`src/rtl/grant_decoder.sv`:
```
// Binary-to-one-hot grant decoder with valid/ready request intake.
// Optional grant watchdog enabled by defining GRANT_DECODER_TIMEOUT_EN.
module grant_decoder #(
    parameter int OUTPUT_WIDTH   = 4,
    parameter int ENC_WIDTH      = $clog2(OUTPUT_WIDTH),
    parameter int TIMEOUT_CYCLES = 256
) (
    input  logic                    clk,
    input  logic                    rst,
    input  logic                    req_valid,
    input  logic [ENC_WIDTH-1:0]    req_encoded,
    output logic                    req_ready,
    output logic [OUTPUT_WIDTH-1:0] grant_onehot,
    output logic [ENC_WIDTH-1:0]    grant_encoded,
    output logic                    grant_valid,
    input  logic                    grant_release,
    output logic                    decode_error,
    output logic                    timeout
);

    typedef enum logic {
        IDLE,
        GRANT
    } state_t;

    localparam logic [ENC_WIDTH:0] PORTS = (ENC_WIDTH + 1)'(OUTPUT_WIDTH);

    state_t state;
    logic   in_range;
    logic   accept;
    logic   expired;

    assign in_range = {1'b0, req_encoded} < PORTS;
    assign accept   = req_valid && req_ready;

`ifdef GRANT_DECODER_TIMEOUT_EN
    localparam int CNT_W = $clog2(TIMEOUT_CYCLES);
    localparam logic [CNT_W-1:0] LIMIT = CNT_W'(TIMEOUT_CYCLES - 1);

    logic [CNT_W-1:0] wd_cnt;

    // A coincident release wins over the watchdog.
    assign expired = (state == GRANT) && (wd_cnt == LIMIT) && !grant_release;

    // Watchdog counts GRANT cycles; idles at zero so each grant starts fresh.
    always_ff @(posedge clk or posedge rst) begin
        if (rst) begin
            wd_cnt  <= '0;
            timeout <= 1'b0;
        end else begin
            timeout <= expired;
            if (state == GRANT) begin
                wd_cnt <= wd_cnt + 1'b1;
            end else begin
                wd_cnt <= '0;
            end
        end
    end
`else
    assign expired = 1'b0;
    assign timeout = 1'b0;
`endif

    // Grant FSM with all handshake and grant outputs registered.
    always_ff @(posedge clk or posedge rst) begin
        if (rst) begin
            state         <= IDLE;
            req_ready     <= 1'b1;
            grant_onehot  <= '0;
            grant_encoded <= '0;
            grant_valid   <= 1'b0;
            decode_error  <= 1'b0;
        end else begin
            decode_error <= 1'b0;
            unique case (state)
                IDLE: begin
                    if (accept) begin
                        if (in_range) begin
                            state         <= GRANT;
                            req_ready     <= 1'b0;
                            grant_onehot  <= OUTPUT_WIDTH'(1) << req_encoded;
                            grant_encoded <= req_encoded;
                            grant_valid   <= 1'b1;
                        end else begin
                            decode_error <= 1'b1;
                        end
                    end
                end
                GRANT: begin
                    if (grant_release || expired) begin
                        state        <= IDLE;
                        req_ready    <= 1'b1;
                        grant_onehot <= '0;
                        grant_valid  <= 1'b0;
                    end
                end
                default: begin
                    state <= IDLE;
                end
            endcase
        end
    end

endmodule

```
`config.mk`:
```
export PLATFORM = sky130hd
export DESIGN_NAME = grant_decoder
export DESIGN_NICKNAME = d
export VERILOG_FILES = /design/src/rtl/grant_decoder.sv
export SDC_FILE = /design/constraint.sdc
export NUM_CORES = 1
export LEC_CHECK = 0
export CORE_AREA = 5 5 42 44
export DETAILED_ROUTE_END_ITERATION = 10
export DIE_AREA = 0 0 47 49
export PLACE_DENSITY = 0.65
export SYNTH_ARGS = -nofsm -noshare
export SYNTH_HDL_FRONTEND = slang
export SYNTH_SLANG_ARGS = --single-unit
```
`constraint.sdc`:
```
create_clock -name clk -period 2.4 [get_ports clk]
set_input_delay 0.36 -clock clk [delete_from_list [all_inputs] [get_ports clk]]
set_output_delay 0.36 -clock clk [all_outputs]
set_load 0.01 [all_outputs]
```
==> metrics.md, run 1 <==
| Metric | Value |
|---|---|
| Status | `complete, no violations` |
| Synthesized cell area | `437 µm²` |
| Sequential-to-total area share from yosys stat | `51.9%` |
| CTS tree | `built` |
| WS Path Type | `reg2out` |
| Setup tns final | `0 ps` |
| Worst Path Arrival | `1370 ps` |
| Cell variety after synth | `16` |
| RSZ-0062 raised after global routing | `false` |
| Max Slew Vio Count | `0` |
| Largest net degree at the start of global routing | `10` |
| Slowest CP cell | `dfstp_2` |
| Crit-path leading delay family | `flip-flops` |
| CTS buffer count | `3` |
| Hold WS | `362 ps` |
| Initial Utilization | `31.2%` |
| Pre-Repair DR Iteration Count | `2` |
| Avg WL per Cell | `12.5 µm` |
| CP Max Fanout | `3` |
| Grt total ovfl | `0` |
| Area growth from synthesis to layout | `37.8%` |
| Postcts setup bufs | `0` |
| First-pass GRT wire length | `1.45 mm` |
| Die outline width | `47 µm` |
| Syn Area/Cell | `12.8 µm²` |
| Root buf cell | `clkbuf_4` |
| Remaining antenna violation count | `0` |
| Cells along the critical path | `clkdlybuf4s50_1` |
| # DRC | `0` |
| Antenna diode count | `0` |
| Achievable frequency | `578 MHz` |
| Crit share post-route | `72.1%` |
| Required time worst endpoint | `2040 ps` |
| Synth top area share | `45.8%` |
| Share of cells above drive strength 1 | `22.0%` |
| Final min period | `1730 ps` |
| NumNets Final | `57` |
| Area of the die | `0.00230 mm²` |
| Fillers | `152` |
| Clock Skew | `4.57 ps` |
| Reg clk slew, reported paths | `70 ps` |
| Worst setup EP type | `output port` |
| Cells after Synth | `34` |
| Power Total | `0.474 mW` |
| CP max stage delay | `570 ps` |
| Routability congestion estimate from global placement | `0.687` |
| Worst r2r src | `req_ready$_DFFE_PP1P_` |
| Max_cap viols | `0` |
| Synth Warn # | `0` |
| CP startpoint kind | `register` |
| Sequential Area | `226 µm²` |
| Number of global-route vias before repair | `309` |
| Post_cts resized | `0` |
| Clock buffer depth | `2` |
| Hold Crit Class | `in2async` |
| Post-cts hold buffer count | `0` |
| Vias/cell | `4.47` |
| Clock sink total | `9` |
| Die Y | `49 µm` |
| Commonest cells after routing, fill and taps aside | `13 x clkdlybuf4s50_1, 8 x dfrtp_1, 5 x mux2_4` |
| Final hold violations | `0` |
| Pwr dens | `787 mW/mm²` |
| CTS HTree Levels | `1` |
| Core area | `0.00140 mm²` |
| Gr usage total | `8.59%` |
| DRT iter0 DRCs | `2` |
| WP buf/inv | `1` |
| FP Rows | `14` |
| Final WL | `823 µm` |
| Static leakage | `0.304 nW` |
| Initial antenna violation count | `0` |
| Clock Latency Late Sink | `260 ps` |
| Area contributors post-synth | `dfrtp_1 46%, mux2_4 17%, dfstp_2 6.0%` |
| IO buf count | `13` |
| Final Setup Violations | `0` |
| Routed vias | `295` |
| I/O Pins | `16` |
| Area of the multi-input gates | `188 µm²` |
| Max rail drop VDD | `0.394 mV` |
| Register bit count reported by yosys | `9` |
| Cell taking the most area after synthesis | `dfrtp_1` |
| Commonest non-fill, non-tap cell in the layout | `clkdlybuf4s50_1` |
| Launch point of the worst path | `req_ready$_DFFE_PP1P_` |
[final timing paths]
check	to	slack, ps	depth (start not counted)
worst max-delay path	req_ready	670	1
worst min-delay path	grant_onehot[0]$_DFFE_PP0P_	360	2
worst max register to register	grant_onehot[1]$_DFFE_PP0P_	1220	2
worst min register to register	grant_encoded[0]$_DFFE_PP0P_	530	1
max in group asynchronous	req_ready$_DFFE_PP1P_	1740	2
min in group clk	grant_encoded[0]$_DFFE_PP0P_	530	1
[cells by family after synthesis]
kind of cell | after synthesis | synth area share [%]
DFF | 9 | 51.9
and+or+nand+nor | 5 | 9.17
AOI/OAI and AO/OA | 8 | 12.6
buffers and inverters | 5 | 6.02
muxes | 6 | 19.5
other | 1 | 0.859
[final cells by class]
cell class | count | share of cell area [%]
Timing Repair Buffer | 13 | 21.6
Multi-Input combinational cell | 21 | 31.2
Inverter | 3 | 1.87
Tap cell | 16 | 3.33
Clock buffer | 4 | 4.37
Sequential cell | 9 | 37.6
[per-stage QoR]
step           setup slack (ps)  util [%]  cells  area (µm²)
2_1_floorplan              1250         -     35         440
3_3_place_gp                895      41.1     62         576
3_5_place_dp                881      41.1     62         576
4_1_cts                     663      42.9     66         602
5_1_grt                     631      42.9     66         602
6_report                    669      42.9     66         602
[flip-flops by register name, summed over array words and instances (netlist names)]
register,cells
req_ready,1
state,1
grant_onehot,4
grant_valid,1
grant_encoded,2
[synthesized netlist by cell type, drive strengths merged]
cell type / number
nand3b: 1
inv: 3
buf: 2
o21ai: 1
a21oi: 2
nand2: 1
conb: 1
mux2: 5
dfrtp: 8
a21bo: 1
a21boi: 3
nor2: 1
dfstp: 1
nor2b: 2
a22oi: 1
mux2i: 1
[power by group]
group / switching (mW) / internal (mW)
Clock: 0.0542 / 0.0641
Sequential: 0.0175 / 0.184
Combinational: 0.0523 / 0.101
Total: 0.124 / 0.349
[routing by layer]
layer / global-route usage [%] / part of all wire (%)
met5: 0 / 0
met4: 2.76 / 0.73
met3: 4.06 / 10
met2: 10.2 / 42
met1: 13.3 / 47
(Power assumes the default switching activity.)
==> run 2: changes to the inputs <==
Settings changed: PLACE_DENSITY 0.65 to 0.67.
Clock period 2.4 ns to 1.4 ns, I/O delays scaled along.
==> run 2 against run 1 <==
Sequential power grew 70%. Worst setup slack got worse by 630 ps. Count of clock-buffer cells in the layout unchanged. Global-route usage rose by 0.089 points. Via count is 6.1% higher. Clock skew barely moved. First-iteration DRC count unchanged. Combinational power rose by 69%. Wire length increased by 4.3%. Sequential share of layout area shrank 1.7 points. Highest routed layer unchanged.
==> metrics.md, run 2 (same netlist as run 1, synthesis figures left out) <==
| Metric | Value |
|---|---|
| FP Rows | `14` |
| CP Max Fanout | `2` |
| Max_cap viols | `0` |
| RSZ-0062 raised after global routing | `false` |
| First-pass GRT wire length | `1.40 mm` |
| Sw Ratio | `25.7%` |
| IO buf count | `13` |
| Die outline width | `47 µm` |
| Worst Path Arrival | `1150 ps` |
| M1 GR Usage | `10.7%` |
| GR peak layer | `met2` |
| Pre-Repair DR Iteration Count | `2` |
| Clock Skew | `4.92 ps` |
| CP max stage delay | `540 ps` |
| Post-detail-place hpwl | `633 µm` |
| Pwr dens | `1270 mW/mm²` |
| Required time worst endpoint | `1190 ps` |
| WP buf/inv | `1` |
| Clock sink total | `9` |
| CTS buffer count | `3` |
| Max reg flops | `4` |
| Vias/cell | `4.54` |
| Grt met3 use | `6.27%` |
| Area of the die | `0.00230 mm²` |
| Commonest non-fill, non-tap cell in the layout | `clkdlybuf4s50_1` |
| WS Path Type | `reg2out` |
| Core area | `0.00140 mm²` |
| Area of the multi-input gates | `188 µm²` |
| Finished Core Util | `45.0%` |
| Routability congestion estimate from global placement | `0.741` |
| Slowest CP cell | `clkdlybuf4s50_1` |
| Comb power frac | `32.3%` |
| Clock buffer depth | `2` |
| Root buf cell | `clkbuf_4` |
| Fillers | `147` |
| Static leakage | `0.372 nW` |
| Final min period | `1360 ps` |
| Sequential Area | `226 µm²` |
| Reg clk slew, reported paths | `60 ps` |
| Grt total ovfl | `0` |
| Initial Utilization | `31.2%` |
| Crit-path leading delay family | `buffers and inverters` |
| Initial antenna violation count | `0` |
| Worst setup EP type | `output port` |
| Die Y | `49 µm` |
| Setup tns final | `0 ps` |
| Regs by FF count | `grant_onehot: 4 flops, grant_encoded: 2 flops` |
| Clock Latency Late Sink | `260 ps` |
| Share of cells above drive strength 1 | `26.4%` |
| Antenna diode count | `0` |
| Hold Crit Class | `in2async` |
| Achievable frequency | `737 MHz` |
| DRT iter0 DRCs | `2` |
| I/O Pins | `16` |
| Gr usage total | `8.68%` |
| CTS tree | `built` |
| Largest net degree at the start of global routing | `10` |
| Routed vias | `313` |
| Remaining antenna violation count | `0` |
| # DRC | `0` |
| Number of global-route vias before repair | `320` |
| NumNets Final | `60` |
| Top reg by flops | `grant_onehot` |
| Final hold violations | `0` |
| Status | `complete, no violations` |
| Clk pwr share | `24.9%` |
| Crit share post-route | `96.9%` |
| Register share of total power | `42.8%` |
| Int Pwr | `0.595 mW` |
| Final WL | `858 µm` |
| Commonest cells after routing, fill and taps aside | `9 x clkdlybuf4s50_1, 8 x dfrtp_1, 5 x mux2_4` |
| CP startpoint kind | `register` |
| Met2 GRT Util | `11.1%` |
| P_sw | `0.206 mW` |
| CTS HTree Levels | `1` |
| Final Setup Violations | `0` |
| Cells along the critical path | `clkdlybuf4s50_1` |
| Area growth from synthesis to layout | `44.4%` |
| Avg WL per Cell | `12.4 µm` |
| Max Slew Vio Count | `0` |
| Max rail drop VDD | `0.643 mV` |
run 2: cell count changes in the layout (fill, tap and decap cells not counted), sizes merged:
cell	previous run	this run
clkdlybuf4s50	13	9
buf	0	3
dlymetal6s2s	0	3
dlygate4sd2	0	1
run 2: worst paths after layout:
kind	from	end	slack, ps	cells after the start
min reg2reg	grant_encoded[1]$_DFFE_PP0P_	grant_encoded[1]$_DFFE_PP0P_	510	1
max in group asynchronous	rst	req_ready$_DFFE_PP1P_	900	2
min	rst	state$_DFF_PP0_	210	2
max	grant_encoded[1]$_DFFE_PP0P_	grant_encoded[1]	40	1
max reg2reg	req_ready$_DFFE_PP1P_	grant_encoded[1]$_DFFE_PP0P_	250	2
min in group clk	grant_encoded[1]$_DFFE_PP0P_	grant_encoded[1]$_DFFE_PP0P_	510	1
run 2: repair_timing:
action                                  4_1_cts  5_1_grt
cloned                                        0        0
endpoints found under the setup margin        1        3
resized for setup                             1        3
hold buffers                                  0        0
buffers inserted                              0        0
hold endpoints to repair                      0        0
run 2: cell type report:
| type | count | share of cell area (%) |
|---|---|---|
| well taps | 16 | 3.17 |
| repair buffers | 16 | 25.2 |
| clock buffers | 4 | 4.17 |
| multi-input cells | 21 | 29.8 |
| inverters | 3 | 1.79 |
| flip-flops and latches | 9 | 35.9 |
run 2: routing by layer:
layer	vias up	share of wire [%]	wire [µm]
li1	147	-	-
met1	147	42	359
met2	15	45	384
met3	4	12	103
met4	0	1.4	12
met5	-	0	0
run 2: stage by stage:
step,total power [mW],instances,area (µm²),hold slack (ps),setup WS [ps]
3_3_place_gp,0.614,65,598,495,64.8
5_1_grt,0.853,69,631,224,5.58
4_1_cts,0.823,69,623,212,17.4
6_report,0.802,69,631,206,43.6
2_1_floorplan,0.470,35,440,37.2,251
3_5_place_dp,0.616,65,598,494,60.0
run 2: power by group through the flow:
| stage | combinational (mW) | sequential [mW] | clock (mW) |
|---|---|---|---|
| 6_report | 0.259 | 0.343 | 0.200 |
| 5_1_grt | 0.278 | 0.350 | 0.225 |
| 4_1_cts | 0.270 | 0.344 | 0.210 |
| 3_5_place_dp | 0.269 | 0.346 | 0 |
| 3_3_place_gp | 0.264 | 0.349 | 0 |
| 2_1_floorplan | 0.0959 | 0.375 | 0 |
